==> src/rtl/keypad_pin_entry.sv <==
// Keypad front-end for the parking-gate controller.
// Turns debounced key events into a 4-digit BCD PIN, most-significant digit first,
// and presents each completed PIN with a one-cycle password_valid strobe.
//
// state  | meaning
// -------+----------------------------------------------------------
// IDLE   | no vehicle at the gate, keys ignored
// ENTRY  | vehicle present, digits being collected, inactivity timer running
// LOCKED | controller lockout active, keypad frozen
module keypad_pin_entry #(
    parameter int TIMEOUT_CYCLES = 1000
) (
    input  logic        clk,
    input  logic        rst,
    input  logic        key_valid,
    input  logic [3:0]  key_code,
    input  logic        sensor_vehicule,
    input  logic        alarm_blocked,
    output logic [15:0] password_input,
    output logic        password_valid,
    output logic [2:0]  digit_count,
    output logic        entry_timeout,
    output logic        key_error
);

    localparam int            TW     = $clog2(TIMEOUT_CYCLES);
    localparam logic [TW-1:0] T_LAST = TW'(TIMEOUT_CYCLES - 1);

    localparam logic [3:0] KEY_CLEAR = 4'hA;
    localparam logic [3:0] KEY_BACK  = 4'hB;
    localparam logic [3:0] KEY_ENTER = 4'hC;

    typedef enum logic [1:0] {
        IDLE   = 2'd0,
        ENTRY  = 2'd1,
        LOCKED = 2'd2
    } state_t;

    state_t        state;
    logic [15:0]   buffer;
    logic [TW-1:0] timer;
    logic          key_valid_q;

    logic          kev;
    logic          is_digit;
    logic          code_ok;
    logic          key_accept;
    logic          key_reject;

    // Key event decode: decide whether the key in this cycle would be accepted in ENTRY
    always_comb begin
        kev      = key_valid & ~key_valid_q;
        is_digit = (key_code <= 4'd9);
        code_ok  = 1'b0;
        if (is_digit) begin
            code_ok = (digit_count < 3'd4);
        end else if (key_code == KEY_CLEAR) begin
            code_ok = 1'b1;
        end else if (key_code == KEY_BACK) begin
            code_ok = (digit_count != 3'd0);
        end else if (key_code == KEY_ENTER) begin
            code_ok = (digit_count == 3'd4);
        end
        key_accept = kev & code_ok;
        key_reject = kev & ~code_ok;
    end

    // Entry FSM with registered pulse outputs; alarm beats sensor beats timeout beats keys
    always_ff @(posedge clk or posedge rst) begin
        if (rst) begin
            state          <= IDLE;
            buffer         <= '0;
            timer          <= '0;
            key_valid_q    <= 1'b0;
            password_input <= '0;
            password_valid <= 1'b0;
            digit_count    <= '0;
            entry_timeout  <= 1'b0;
            key_error      <= 1'b0;
        end else begin
            key_valid_q    <= key_valid;
            password_valid <= 1'b0;
            entry_timeout  <= 1'b0;
            key_error      <= 1'b0;

            if (alarm_blocked) begin
                state       <= LOCKED;
                buffer      <= '0;
                digit_count <= '0;
                timer       <= '0;
            end else begin
                case (state)
                    LOCKED: begin
                        state <= IDLE;
                    end

                    IDLE: begin
                        if (sensor_vehicule) begin
                            state       <= ENTRY;
                            buffer      <= '0;
                            digit_count <= '0;
                            timer       <= '0;
                        end
                    end

                    ENTRY: begin
                        if (!sensor_vehicule) begin
                            state       <= IDLE;
                            buffer      <= '0;
                            digit_count <= '0;
                            timer       <= '0;
                        end else if (timer == T_LAST) begin
                            // Timer is cleared here, so it tops out at T_LAST and never wraps
                            entry_timeout <= 1'b1;
                            buffer        <= '0;
                            digit_count   <= '0;
                            timer         <= '0;
                        end else begin
                            timer     <= key_accept ? '0 : timer + TW'(1);
                            key_error <= key_reject;
                            if (key_accept) begin
                                if (is_digit) begin
                                    buffer      <= {buffer[11:0], key_code};
                                    digit_count <= digit_count + 3'd1;
                                end else if (key_code == KEY_CLEAR) begin
                                    buffer      <= '0;
                                    digit_count <= '0;
                                end else if (key_code == KEY_BACK) begin
                                    buffer      <= {4'h0, buffer[15:4]};
                                    digit_count <= digit_count - 3'd1;
                                end else begin
                                    password_input <= buffer;
                                    password_valid <= 1'b1;
                                    buffer         <= '0;
                                    digit_count    <= '0;
                                end
                            end
                        end
                    end

                    default: begin
                        state <= IDLE;
                    end
                endcase
            end
        end
    end

endmodule

==> config.mk <==
export PLATFORM = sky130hd
export DESIGN_NAME = keypad_pin_entry
export DESIGN_NICKNAME = d
export VERILOG_FILES = /design/src/rtl/keypad_pin_entry.sv
export SDC_FILE = /design/constraint.sdc
export NUM_CORES = 1
export LEC_CHECK = 0
export CAP_MARGIN = 30
export CORE_MARGIN = 2
export CORE_UTILIZATION = 31
export DETAILED_ROUTE_END_ITERATION = 8
export PLACE_DENSITY_LB_ADDON = 0.15
export SLEW_MARGIN = 30
export SYNTH_ARGS = -nofsm -noshare
export SYNTH_HDL_FRONTEND = slang
export SYNTH_SLANG_ARGS = --single-unit
==> constraint.sdc <==
create_clock -name clk -period 3.4 [get_ports clk]
set_clock_uncertainty 0.05 [all_clocks]
set_input_delay 0.51 -clock clk [delete_from_list [all_inputs] [get_ports clk]]
set_output_delay 0.51 -clock clk [all_outputs]
set_load 0.05 [all_outputs]
==> key figures, run 1 <==
Timing
  • Tcrit/Tclk final: 0.726
  • Slew Viols, Final: 0
  • Slew headroom: 0.622
  • Worst slew pin tran: approximately 0.57 ns
  • Setup Viol. Count Final: 0
  • Final min period: about 2.5 ns
  • Final worst slack: between 0.9 and 1 ns
  • Fmax: 405 MHz
  • Final Hold Viols: 0
  • Setup tns final: 0 ns
  • RSZ-0062 raised after global routing: no

Global routing
  • GRT Overall Usage: 0.134
  • Largest net degree at the start of global routing: 36
  • Vias in the first global route: roughly 1,800
  • First-pass GRT wire length: between 9000 and 10,000 um
  • Grt ovf: 0
  • Antenna violations before repair: 0

Placed design
  • Port buffer count: 30
  • Placed cell count: about 350
  • Gpl congestion: between 0.7 and 0.8
  • Post-DP HPWL: 3670 um
  • Setup WS pre-CTS: around 0.59 ns

Setup path
  • Kind of cell adding the most delay to the critical path: buffers and inverters
  • Crit path max fanout: 35
  • CP arrival: between 2 and 3 ns
  • Max incr delay on CP: roughly 0.67 ns
  • CP cell instances: clkdlybuf4s50_1 > a31oi_1 > or3_1 > a21oi_4 > buf_4 > nand4_1 > o311ai_1
  • Worst Path Required: roughly 3.6 ns
  • Crit path launch type: input port
  • Worst Setup End Kind: flop
  • CP Buf/Inv Count: 2
  • Slowest-stage cell, CP: clkdlybuf4s50_1
  • Crit path kind: in2reg

Power and ir drop
  • Peak VDD IR: roughly 180 uV
  • Leak: 1.42 nW
  • PnR Total Power: 1.18 mW
  • Power Dens Cells: between 300 and 400 mW/mm2

Floorplan
  • Chip Width: about 95 um
  • IO Count: 31
  • Core Box Area: between 0.008 and 0.009 mm2
  • Die H: ~95 um
  • # rows: 33
  • Die area: 0.00904 mm2
  • Starting Density: 0.316

Synthesis
  • Ys flop type: dfrtp_1
  • Ys Warns: 0
  • Post-Synthesis Net Count: between 200 and 250
  • Top cell type's share of synthesized area: 0.496
  • Cells after Synth: 221
  • #FFs+latches synth: 51
  • Async set-reset flop share out of synthesis: 1.00
  • EDFF count, synth: 0
  • Post-synthesis cell type count: between 50 and 60
  • Post-Synthesis Cell Area: around 0.0026 mm2
  • Yosys top cell by area: dfrtp_1
  • Top cells by area, synth: dfrtp_1 50%, mux2_4 6.4%, o21ai_2 3.7%
  • Sequential area share after synthesis: 0.496
  • Mapped Avg Cell Area: 11.6 um2

Cells and area
  • Seq. cell area: between 0.001 and 0.0015 mm2
  • Antenna diodes: 0
  • Layout cell share with drive strength beyond 1: 0.212
  • Final core utilization: 0.379
  • Fillcell total: between 700 and 800
  • Layout area overhead: 20.0%
  • # nets final: 262
  • Final non-filler cell total: ~360
  • Multi-input logic area: 0.00118 mm2

Drt
  • Initial DRC Count: 108
  • First drt pass iteration count: 4
  • Final WL: about 5500 um
  • Antenna-violating nets left: 0
  • Via density: approximately 5
  • Total number of vias: 1,789
  • DRC Markers: 0
  • Drt wl/cell: 15.5 um

Clock network
  • Clock transition at path regs: roughly 0.090 ns
  • CTS tree: built
  • Hold-fix buffers, CTS: 0
  • CTS H-tree depth: 2
  • CTS max path bufs: 2
  • # resized after CTS: 0
  • Setup bufs post-CTS: 0
  • CTS sink count: 51
  • Clk_lat worst skew: 0.31 ns
  • Num CTS Buffers: 5
  • CTS root buffer: clkbuf_8

Job
  • Maximum capacitance violations: 0

Min path
  • Hold Crit Class: reg2reg

Outcome
  • Status: finished clean
-- layout by cell type, fill, tap and decap left out, types with 2 or more instances in the layout --
| cell | count |
|---|---|
| a21o_1 | 2 |
| a21oi_1 | 7 |
| a22o_1 | 2 |
| a22oi_1 | 7 |
| a31oi_1 | 4 |
| and3_1 | 3 |
| buf_4 | 4 |
| bufinv_16 | 2 |
| clkbuf_8 | 5 |
| clkdlybuf4s50_1 | 30 |
| dfrtp_1 | 51 |
| ha_1 | 4 |
| inv_1 | 8 |
| mux2_2 | 7 |
| mux2_4 | 11 |
| mux2i_1 | 7 |
| nand2_1 | 11 |
| nand2b_1 | 4 |
| nand3_1 | 3 |
| nand4_1 | 2 |
| nor2_1 | 8 |
| nor2b_1 | 3 |
| nor3_1 | 2 |
| nor4_1 | 2 |
| o21ai_0 | 19 |
| o21ai_2 | 11 |
| o31ai_1 | 6 |
-- report_power, final --
part / total [mW] / switching (mW) / leakage (nW) / internal (mW)
sequential: 0.610 / 0.00184 / 0.707 / 0.608
combinational: 0.0727 / 0.0493 / 0.644 / 0.0234
clock: 0.502 / 0.208 / 0.0644 / 0.294
-- layer usage --
metal / up-vias / routed length (um) / GRT usage
li1: 868 / - / -
met1: 880 / 2720 / 0.183
met2: 35 / 2560 / 0.212
met3: 6 / 169 / 0.0285
met4: 0 / 67 / 0.0399
met5: - / 0 / 0
-- per-stage QoR --
step | cell area, um2 | hold WS (ns)
floorplan | 2570 | 0.383
global placement | 2950 | 0.403
detailed placement | 2950 | 0.409
CTS | 3090 | 0.425
global route | 3090 | 0.451
finish | 3090 | 0.422
-- path summary, 6_finish.rpt --
path / from / endpoint / slack, ns / cells after the start
max reg2reg: digit_count[0]$_DFFE_PP0P_ / timer[7]$_DFFE_PP0P_ / 1.11 / 8
min in group asynchronous: rst / password_input[1]$_DFFE_PP0P_ / 0.52 / 2
max: key_code[1] / timer[7]$_DFFE_PP0P_ / 0.93 / 7
max in group asynchronous: rst / buffer[2]$_DFFE_PP0P_ / 2.01 / 3
min reg2reg: state[1]$_DFFE_PP0P_ / state[0]$_DFFE_PP0P_ / 0.42 / 1
min: state[1]$_DFFE_PP0P_ / state[0]$_DFFE_PP0P_ / 0.42 / 1
-- registers in the layout, summed over array words and instances (netlist names) --
signal	cells
buffer	16
password_input	16
timer	10
digit_count	3
state	2
entry_timeout	1
key_error	1
key_valid_q	1
password_valid	1
-- synthesized netlist by cell type (2+ instances only) --
| cell | number |
|---|---|
| a21o_1 | 2 |
| a21oi_1 | 7 |
| a22o_1 | 2 |
| a22oi_1 | 7 |
| a31oi_1 | 4 |
| and3_1 | 3 |
| buf_2 | 4 |
| buf_4 | 2 |
| buf_6 | 3 |
| clkbuf_1 | 3 |
| dfrtp_1 | 51 |
| ha_1 | 4 |
| inv_1 | 9 |
| mux2_2 | 7 |
| mux2_4 | 11 |
| mux2i_1 | 7 |
| nand2_1 | 11 |
| nand2b_1 | 4 |
| nand3_1 | 3 |
| nand4_1 | 2 |
| nor2_1 | 8 |
| nor2b_1 | 3 |
| nor3_1 | 2 |
| nor4_1 | 2 |
| o21ai_0 | 19 |
| o21ai_2 | 11 |
| o31ai_1 | 6 |
-- final cells by class --
cell class | count | share of cell area
clock buffers | 5 | 0.0223
clock inverters | 3 | 0.0219
inverters | 9 | 0.0109
multi-input cells | 148 | 0.382
flip-flops and latches | 51 | 0.414
well taps | 105 | 0.0426
repair buffers | 34 | 0.107
-- logic make-up (layout without fill, tap and decap cells) --
group	count (synthesis)	count (layout)	share of synthesized area
DFF	51	51	0.496
muxes	25	25	0.122
AOI/OAI and AO/OA	70	70	0.196
buffers and inverters	22	51	0.0457
and+or+nand+nor	49	49	0.120
adders and majority gates	4	4	0.0195
(Power assumes the default switching activity.)
==> run 2, diff against run 1 <==
- clock period: 3.4 -> 2.5 ns (I/O delays scaled with it)
==> run 2 against run 1 <==
  * Final cell count rose by 3.4%
  * Flip-flop and latch count did not move
  * Sequential power rose by 36%
  * Global-route usage rose by 0.15 points
  * Clock power rose by 4.0%
  * Design area rose by 2.5%
  * Combinational power rose by 58%
  * First-iteration DRC count fell by 8.3%
  * Highest routed layer unchanged
==> key figures, run 2 (synthesized netlist as in run 1, its figures left out) <==
Setup path
  • FF-to-FF End: timer[7]$_DFFE_PP0P_
  • Crit path max fanout: 26
  • Worst R2R Setup Slack: 0.30 ns
  • Worst Path Required: 2.66 ns
  • Crit path kind: reg2reg
  • CP Buf/Inv Count: 2
  • Reg2Reg Depth: 8
  • Kind of cell adding the most delay to the critical path: compound AO/OA/AOI/OAI gates
  • Crit path launch type: flop
  • Slowest-stage cell, CP: dfrtp_1
  • CP arrival: ~2.4 ns
  • R2r startpoint: digit_count[0]$_DFFE_PP0P_
  • Worst Setup End Kind: flop
  • CP cell instances: inv_1 > ha_1 > nor4bb_1 > o311a_1 > a21oi_4 > buf_12 > nand4_1 > o311ai_1
  • Max incr delay on CP: around 0.43 ns

Cells and area
  • Top Registers: buffer (16), password_input (16), timer (10)
  • # nets final: ~270
  • Layout cell share with drive strength beyond 1: 0.248
  • Seq. cell area: 0.00128 mm2
  • Fin area: between 0.003 and 0.004 mm2
  • Antenna diodes: 0
  • Most frequent cells in the layout: 51 x dfrtp_1, 30 x clkdlybuf4s50_1, 19 x o21ai_0
  • Layout area overhead: 23.0%
  • Fillcell total: just under 800
  • Multi-input logic area: around 0.0012 mm2
  • Commonest non-fill, non-tap cell in the layout: dfrtp_1

Clock network
  • CTS tree: built
  • CTS H-tree depth: 2
  • Hold-fix buffers, CTS: 0
  • CTS root buffer: clkbuf_8
  • CTS max path bufs: 2
  • Clock transition at path regs: 0.10 ns
  • # resized after CTS: 0
  • Clk_lat worst skew: between 0.3 and 0.4 ns
  • Setup bufs post-CTS: 0
  • Num CTS Buffers: 5
  • CTS sink count: 51

Placed design
  • Area after DPL: between 0.003 and 0.004 mm2
  • Port buffer count: 30
  • Post-DP HPWL: between 4000 and 5000 um
  • Gpl congestion: between 0.7 and 0.8

Timing
  • Final min period: about 2.2 ns
  • Tcrit/Tclk final: 0.878
  • Final Hold Viols: 0
  • Slew headroom: 0.656
  • Worst slew pin tran: around 0.5 ns
  • Setup Viol. Count Final: 0
  • Slew Viols, Final: 0
  • RSZ-0062 raised after global routing: no
  • Fmax: between 400 and 500 MHz
  • Setup tns final: 0 ns

Job
  • Maximum capacitance violations: 0

Global routing
  • Antenna violations before repair: 0
  • Grt ovf: 0
  • First-pass GRT wire length: 9190 um
  • Largest net degree at the start of global routing: 27
  • GRT Overall Usage: 0.135
  • Vias in the first global route: 1,711

Drt
  • First drt pass iteration count: 4
  • Final WL: between 5000 and 6000 um
  • Antenna-violating nets left: 0
  • Initial DRC Count: slightly below 100
  • Drt wl/cell: between 15 and 20 um
  • Via density: 5.07
  • DRC Markers: 0
  • Total number of vias: 1,860

Floorplan
  • Chip Width: ~95 um
  • # rows: 33
  • Starting Density: 0.316
  • Die H: roughly 95 um
  • Die area: between 0.009 and 0.01 mm2
  • Core Box Area: just over 0.008 mm2
  • IO Count: 31

Power and ir drop
  • Gate power share: 0.078
  • PnR Total Power: between 1 and 1.5 mW
  • Leak: ~1.5 nW
  • Int Pwr: around 1.1 mW
  • Power Dens Cells: 464 mW/mm2
  • Peak VDD IR: approximately 170 uV
  • Clk pwr share: 0.356
  • Sw Ratio: 0.250
  • Sequential share of power: 0.566
  • Sw power: 0.367 mW

Min path
  • Hold Crit Class: in2async

Outcome
  • Status: finished clean
run 2: cell count changes in the layout (fill, tap and decap cells not counted):
cell       before  now
clkbuf_8        5    6
buf_4           4   14
buf_12          0    2
bufinv_16       2    0
clkinv_4        0    1
run 2: how the worst max path moves through the flow:
stage / slack [ns] / cells after the start / endpoint / start
3_5_place_dp: 0.08 / 6 / password_input[15]$_DFFE_PP0P_ / key_code[3]
2_1_floorplan: 0.06 / 8 / buffer[3]$_DFFE_PP0P_ / digit_count[0]$_DFFE_PP0P_
5_1_grt: 0.10 / 8 / buffer[2]$_DFFE_PP0P_ / digit_count[0]$_DFFE_PP0P_
3_3_place_gp: 0.08 / 6 / password_input[5]$_DFFE_PP0P_ / key_code[3]
6_report: 0.30 / 8 / timer[7]$_DFFE_PP0P_ / digit_count[0]$_DFFE_PP0P_
4_1_cts: 0.27 / 7 / password_input[15]$_DFFE_PP0P_ / digit_count[0]$_DFFE_PP0P_
run 2: stage by stage:
| step | utilization | setup slack, ns | std cells | hold WS [ns] |
|---|---|---|---|---|
| after floorplan | - | 0.0588 | 221 | 0.356 |
| after global placement | 0.377 | 0.0781 | 359 | 0.406 |
| after detailed placement | 0.377 | 0.0841 | 359 | 0.419 |
| after CTS | 0.389 | 0.270 | 367 | 0.357 |
| after global routing | 0.389 | 0.101 | 367 | 0.380 |
| final | 0.389 | 0.305 | 367 | 0.336 |
run 2: layout make-up:
type                    instances  area share
inverters                       9      0.0107
multi-input cells             148       0.372
flip-flops and latches         51       0.403
clock buffers                   6      0.0261
clock inverters                 2     0.00514
repair buffers                 46       0.141
well taps                     105      0.0415
run 2: power groups by stage:
| stage | logic [mW] | registers, mW | clock network (mW) |
|---|---|---|---|
| global placement | 0.116 | 0.846 | 0 |
| global route | 0.127 | 0.831 | 0.578 |
| detailed placement | 0.117 | 0.846 | 0 |
| floorplan | 0.0677 | 0.847 | 0 |
| CTS | 0.117 | 0.830 | 0.546 |
| finish | 0.115 | 0.830 | 0.522 |
run 2: layer usage:
metal,vias up,share of wire,track usage
met5,-,0,0
met4,0,0.013,0.0399
met3,8,0.028,0.0261
met2,39,0.46,0.204
met1,922,0.49,0.197
li1,891,-,-
